--- config.mk ---
export PLATFORM = sky130hd
export DESIGN_NAME = setting_mode_editor
export DESIGN_NICKNAME = d
export VERILOG_FILES = /design/src/rtl/setting_mode_editor_pkg.sv /design/src/rtl/setting_mode_editor_bounded_wrap_counter.sv /design/src/rtl/setting_mode_editor.sv
export SDC_FILE = /design/constraint.sdc
export NUM_CORES = 1
export LEC_CHECK = 0
export BUFFER_PORTS_ARGS = -buffer_cell sky130_fd_sc_hd__buf_4
export CORE_MARGIN = 1
export CORE_UTILIZATION = 45
export DETAILED_ROUTE_END_ITERATION = 16
export PLACE_DENSITY = 0.7
export SLEW_MARGIN = 20
export SYNTH_ARGS = -nofsm -noshare
export SYNTH_HDL_FRONTEND = slang
export SYNTH_HIERARCHICAL = 1
export SYNTH_SLANG_ARGS = --single-unit
--- constraint.sdc ---
create_clock -name clk -period 3.5 [get_ports clk]
set_input_delay 0.35 -clock clk [delete_from_list [all_inputs] [get_ports clk]]
set_output_delay 0.35 -clock clk [all_outputs]
set_load 0.02 [all_outputs]
--- src/rtl/setting_mode_editor_pkg.sv ---
// Shared definitions for the setting-mode editor: mode codes, session states,
// item codes and the item-stepping helper.
package setting_mode_editor_pkg;

   // Top-level mode encoding reused from the mode FSM
   localparam int MODE_WIDTH = 3;
   localparam logic [MODE_WIDTH-1:0] POWER_OFF_MODE = 3'd0;
   localparam logic [MODE_WIDTH-1:0] STAND_MODE     = 3'd1;

   // Setting session states
   localparam int SET_STATE_WIDTH = 2;
   typedef enum logic [SET_STATE_WIDTH-1:0] {
      SET_IDLE   = 2'd0,
      SET_ACTIVE = 2'd1,
      SET_EXIT   = 2'd2
   } set_state_t;

   // Editable items, in select order
   localparam int ITEM_WIDTH = 2;
   localparam logic [ITEM_WIDTH-1:0] ITEM_WORK    = 2'd0;
   localparam logic [ITEM_WIDTH-1:0] ITEM_GESTURE = 2'd1;
   localparam logic [ITEM_WIDTH-1:0] ITEM_REMIND  = 2'd2;

   // Select button cycles work -> gesture -> remind -> work
   function automatic logic [ITEM_WIDTH-1:0] next_item(input logic [ITEM_WIDTH-1:0] item);
      return (item == ITEM_REMIND) ? ITEM_WORK : item + 2'd1;
   endfunction

endpackage

--- src/rtl/setting_mode_editor_bounded_wrap_counter.sv ---
// Parameter register that steps by one within [MIN, MAX] and wraps at both ends.
// inc and dec together leave the value unchanged.
module bounded_wrap_counter #(
   parameter int WIDTH = 5,
   parameter int MIN   = 1,
   parameter int MAX   = 24,
   parameter int DEF   = 10
) (
   input  logic             clk,
   input  logic             rstn,
   input  logic             en,
   input  logic             inc,
   input  logic             dec,
   output logic [WIDTH-1:0] value
);

   localparam logic [WIDTH-1:0] MIN_V = WIDTH'(MIN);
   localparam logic [WIDTH-1:0] MAX_V = WIDTH'(MAX);
   localparam logic [WIDTH-1:0] DEF_V = WIDTH'(DEF);
   localparam logic [WIDTH-1:0] ONE_V = WIDTH'(1);

   // Step up or down when enabled, wrapping past the bounds
   always_ff @(posedge clk or negedge rstn) begin
      if (!rstn) begin
         value <= DEF_V;
      end else if (en && inc && !dec) begin
         value <= (value == MAX_V) ? MIN_V : value + ONE_V;
      end else if (en && dec && !inc) begin
         value <= (value == MIN_V) ? MAX_V : value - ONE_V;
      end
   end

endmodule

--- src/rtl/setting_mode_editor.sv ---
// Setting session editor: entered from STAND by enter_toggle, edits three hood
// parameters with select/inc/dec, leaves on a toggle edge or inactivity timeout
// with a one-cycle exit_toggle pulse. POWER_OFF aborts silently.
module setting_mode_editor
   import setting_mode_editor_pkg::*;
#(
   parameter int TIMEOUT_S      = 30,
   parameter int WORK_LIMIT_DEF = 10,
   parameter int WORK_LIMIT_MAX = 24,
   parameter int GESTURE_DEF    = 5,
   parameter int GESTURE_MAX    = 9,
   parameter int REMIND_DEF     = 10,
   parameter int REMIND_MAX     = 99
) (
   input  logic                  clk,
   input  logic                  rstn,
   input  logic [MODE_WIDTH-1:0] current_mode,
   input  logic                  enter_toggle,
   input  logic                  toggle_signal,
   input  logic                  select_signal,
   input  logic                  inc_signal,
   input  logic                  dec_signal,
   input  logic                  tick_1s,
   output logic                  setting_active,
   output logic                  exit_toggle,
   output logic [1:0]            sel_item,
   output logic [4:0]            work_limit,
   output logic [3:0]            gesture_time,
   output logic [6:0]            remind_hours
);

   localparam logic [5:0] TIMEOUT_LAST = 6'(TIMEOUT_S - 1);

   set_state_t state;
   logic [5:0] idle_cnt;
   logic       toggle_d, select_d, inc_d, dec_d;
   logic       toggle_edge, select_edge, inc_edge, dec_edge;
   logic       abort, in_active, edit_en, activity, timeout_hit;

   assign toggle_edge = toggle_signal & ~toggle_d;
   assign select_edge = select_signal & ~select_d;
   assign inc_edge    = inc_signal & ~inc_d;
   assign dec_edge    = dec_signal & ~dec_d;

   assign abort       = (current_mode == POWER_OFF_MODE);
   assign in_active   = (state == SET_ACTIVE) && !abort;
   // Toggle ends the session and select takes precedence over value edits
   assign edit_en     = in_active && !toggle_edge && !select_edge;
   assign activity    = select_edge | inc_edge | dec_edge;
   assign timeout_hit = tick_1s && !activity && (idle_cnt == TIMEOUT_LAST);

   // Button delay registers run in every state so held buttons never re-trigger
   always_ff @(posedge clk or negedge rstn) begin
      if (!rstn) begin
         toggle_d <= 1'b0;
         select_d <= 1'b0;
         inc_d    <= 1'b0;
         dec_d    <= 1'b0;
      end else begin
         toggle_d <= toggle_signal;
         select_d <= select_signal;
         inc_d    <= inc_signal;
         dec_d    <= dec_signal;
      end
   end

   // Session FSM with registered status outputs, item select and idle timer
   always_ff @(posedge clk or negedge rstn) begin
      if (!rstn) begin
         state          <= SET_IDLE;
         setting_active <= 1'b0;
         exit_toggle    <= 1'b0;
         sel_item       <= ITEM_WORK;
         idle_cnt       <= 6'd0;
      end else if (abort) begin
         state          <= SET_IDLE;
         setting_active <= 1'b0;
         exit_toggle    <= 1'b0;
         sel_item       <= ITEM_WORK;
         idle_cnt       <= 6'd0;
      end else begin
         exit_toggle <= 1'b0;
         case (state)
            SET_IDLE: begin
               if (current_mode == STAND_MODE && enter_toggle) begin
                  state          <= SET_ACTIVE;
                  setting_active <= 1'b1;
                  sel_item       <= ITEM_WORK;
                  idle_cnt       <= 6'd0;
               end
            end
            SET_ACTIVE: begin
               if (toggle_edge || timeout_hit) begin
                  state          <= SET_EXIT;
                  setting_active <= 1'b0;
                  exit_toggle    <= 1'b1;
               end else begin
                  if (select_edge) begin
                     sel_item <= next_item(sel_item);
                  end
                  if (activity) begin
                     idle_cnt <= 6'd0;
                  end else if (tick_1s) begin
                     idle_cnt <= idle_cnt + 6'd1;
                  end
               end
            end
            SET_EXIT: begin
               state <= SET_IDLE;
            end
            default: begin
               state          <= SET_IDLE;
               setting_active <= 1'b0;
            end
         endcase
      end
   end

   bounded_wrap_counter #(
      .WIDTH(5), .MIN(1), .MAX(WORK_LIMIT_MAX), .DEF(WORK_LIMIT_DEF)
   ) u_work (
      .clk(clk), .rstn(rstn),
      .en(edit_en && sel_item == ITEM_WORK),
      .inc(inc_edge), .dec(dec_edge),
      .value(work_limit)
   );

   bounded_wrap_counter #(
      .WIDTH(4), .MIN(1), .MAX(GESTURE_MAX), .DEF(GESTURE_DEF)
   ) u_gesture (
      .clk(clk), .rstn(rstn),
      .en(edit_en && sel_item == ITEM_GESTURE),
      .inc(inc_edge), .dec(dec_edge),
      .value(gesture_time)
   );

   bounded_wrap_counter #(
      .WIDTH(7), .MIN(1), .MAX(REMIND_MAX), .DEF(REMIND_DEF)
   ) u_remind (
      .clk(clk), .rstn(rstn),
      .en(edit_en && sel_item == ITEM_REMIND),
      .inc(inc_edge), .dec(dec_edge),
      .value(remind_hours)
   );

endmodule

==> summary.txt <==
Run status
  • Outcome: complete, but fails checks
  • Violated checks: negative hold slack

Yosys
  • Synth area leaders: dfrtp_1 27%, ha_1 6.8%, dfstp_2 6.6%
  • Synth warn: 6
  • Yosys cell types: 74
  • Synth top area share: 0.2721
  • Synth Register Bits: 32
  • Ys async rst share: 1.000
  • Synthesized Nets: roughly 280
  • Avg Cell Area, Syn: roughly 9.5 µm²
  • EDFF count, synth: 0
  • Synthesized instance count: approximately 250
  • Main synth FF type: dfrtp_1
  • Mapped cell area: about 2400 µm²
  • Post-synth top area cell: dfrtp_1
  • Register area share after synthesis: 0.3380

Clock network
  • Resized Gates After CTS: 0
  • Post-CTS setup buffers: 0
  • CTS tree: built
  • Root Buffer: clkbuf_8
  • Clock Path Buffers: 2
  • Clk sinks: 32
  • Hold buffer count at cts: 0
  • Worst skew pair latency: ~280 ps
  • H-tree depth: 2
  • CTS buffer count: 5
  • CTS clk-pin slew, worst paths: approximately 70 ps

Route
  • DRT iter0 DRCs: 135
  • Post-route ant nets: 0
  • DR DRC count: 0
  • Routed met1 length: around 2.5 mm
  • Via density: roughly 5.9
  • Routed via count: 2,086
  • Post-Route WL: between 5 and 6 mm
  • Wire length per cell: roughly 15 µm
  • Wire length on met2: around 2.3 mm
  • Pre-antenna DRT Iters: 4
  • Metal3 WL: 248 µm
  • DR top layer: met4

Power and ir drop
  • NetSw: ~460 µW
  • Logic pwr share: 0.320
  • Cell Int Power: between 800 and 900 µW
  • Peak VDD IR: 222.3 µV
  • P per Cell Area: 464.5 nW/µm²
  • Clk pwr share: 0.278
  • Lkg Pwr: between 1 and 1.5 nW
  • Switching Share: 0.3590
  • Pwr Total: 1.282 mW
  • Sequential power share: 0.402

Die
  • IO Count: 31
  • Area of the die: approximately 5600 µm²
  • Core ar.: 5107 µm²
  • Placement row count: 26
  • Die Width: approximately 75 µm
  • Die Y: ~75 µm
  • Initial core utilization: 0.4682

STA
  • Max Freq: between 300 and 400 MHz
  • Relative slew slack: 0.5394
  • RSZ-0062 raised after global routing: false
  • Setup TNS: 0 ps
  • Worst-Margin Slew: between 600 and 700 ps
  • Period utilisation layout: 0.8052
  • Tmin final: around 2800 ps
  • Setup violators final: 0
  • Final hold vios: 13
  • Max Slew Vio Count: 0
  • Final clock skew: slightly above 4 ps
  • Setup ws final: 681.8 ps
  • Min Hold Slack: -5.696 ps

Layout
  • Net count, final: 307
  • # diodes: 0
  • Layout cells sized above 1: 0.2606
  • Non-filler cells, final: about 350
  • Syn-to-layout area delta: 15.44%
  • Fill cells: roughly 470

Setup path
  • Worst setup EP type: register
  • Family with the most delay on the worst path: simple AND/OR/NAND/NOR gates
  • CP max stage cell: nor3b_1
  • Crit path DAT: ~3000 ps
  • WP buf/inv: 0
  • Critical path class: reg2reg
  • Crit-path max cell delay: 590 ps
  • Critical path cell sequence: nor4b_4 > nand2_1 > nor3b_1 > and3b_1 > a21oi_1 > a211o_1 > a22o_1
  • Critical Path Fanout Max: 7
  • Worst Path Required: between 3000 and 4000 ps
  • CP Launch Type: register

Placed design
  • Dpl cells: approximately 350
  • Setup WS pre-CTS: approximately 660 ps
  • GP Congestion: 0.9170
  • DP HPWL: approximately 3.5 mm
  • Port Buffers: 30

Global routing
  • Remaining global-route overflow: 0
  • Initial antenna violation count: 0
  • Vias in the first global route: roughly 1.9k
  • First-pass GRT wire length: ~8.5 mm
  • Largest net degree at the start of global routing: 33
  • All-Layer GR Usage: 0.1970

Job
  • Max capacitance violation total: 0

Worst hold path
  • Min-delay worst type: in2async
[cells in the final DEF (no fill, tap or decap), types with 5 or more instances in the layout]
master | synthesis | routed
nor3b_1 | 5 | 5
buf_4 | 1 | 30
nand3_1 | 9 | 9
nor2_1 | 21 | 21
a31oi_1 | 6 | 6
ha_1 | 13 | 13
o21ai_0 | 11 | 11
clkbuf_8 | 0 | 5
a21oi_1 | 10 | 10
inv_1 | 14 | 14
dfrtp_1 | 26 | 26
nor3_1 | 7 | 7
dfstp_2 | 6 | 6
nand2_1 | 14 | 14
[layout make-up]
cell class              count  area (µm²)  area share
multi-input cells         199        1475      0.5344
flip-flops and latches     32       808.3      0.2928
repair buffers             30       225.2     0.08160
well taps                  70       87.58     0.03173
clock buffers               6       72.57     0.02629
inverters                  15       56.30     0.02040
clock inverters             2       35.03     0.01269
[routing by layer]
layer  vias to the layer above  GRT usage
met5                         -          0
met2                        64     0.3103
met1                       998     0.2659
met3                         5    0.04819
met4                         0    0.06499
li1                       1019          -
[worst register-to-register path, stage by stage (launching register included)]
cell	delay [ps]
dfrtp_1	450
nor4b_4	430
nand2_1	120
nor3b_1	590
and3b_1	390
a21oi_1	160
a211o_1	340
a22o_1	230
[sequential cells by signal, summed over array words and instances (netlist names)]
name,cells
exit_toggle,1
sel_item,2
state,2
select_d,1
toggle_d,1
inc_d,1
idle_cnt,6
u_gesture/value,4
u_remind/value,7
u_work/value,5
dec_d,1
setting_active,1
[power by group through the flow]
| stage | combinational, mW | sequential, mW | clock (mW) |
|---|---|---|---|
| floorplan | 0.287 | 0.527 | 0 |
| global placement | 0.401 | 0.521 | 0 |
| detailed placement | 0.403 | 0.521 | 0 |
| CTS | 0.407 | 0.514 | 0.370 |
| global route | 0.456 | 0.523 | 0.384 |
| finish | 0.410 | 0.515 | 0.357 |
[stage by stage]
step | utilization | instance area [µm²]
4_1_cts | 0.5404 | 2760
6_report | 0.5404 | 2760
5_1_grt | 0.5404 | 2760
3_5_place_dp | 0.5194 | 2653
2_1_floorplan | - | 2391
3_3_place_gp | 0.5194 | 2653
[final timing paths]
path,start,slack [ps],endpoint,depth (start not counted)
max,state[1],680,u_remind/value[2],7
min,rstn,-6,u_remind/value[6],1
max reg2reg,state[1],680,u_remind/value[2],7
min reg2reg,idle_cnt[0],560,idle_cnt[0],1
max in group asynchronous,rstn,3170,u_work/value[1],1
min in group clk,dec_signal,180,dec_d,1
[logic make-up after synthesis]
group / Yosys count / share of synthesized area
AND/OR/NAND/NOR: 106 / 0.2909
AO/OA/AOI/OAI: 75 / 0.2365
flip-flops: 32 / 0.3380
buffers and inverters: 21 / 0.04500
adder cells (fa/ha/maj): 13 / 0.06803
XOR/XNOR: 3 / 0.01099
multiplexers: 2 / 0.01046
[Yosys cell counts (4+ instances only)]
cell type / instances
inv_1: 14
a211oi_1: 4
o21ai_0: 11
nor2_1: 21
nand2_1: 14
dfstp_2: 6
a31oi_1: 6
a21oi_1: 10
nor4_1: 4
nor3_1: 7
nand3_1: 9
nor3b_1: 5
ha_1: 13
dfrtp_1: 26
and3_1: 4
o31ai_1: 4
a21o_1: 4
(Power assumes the default switching activity.)
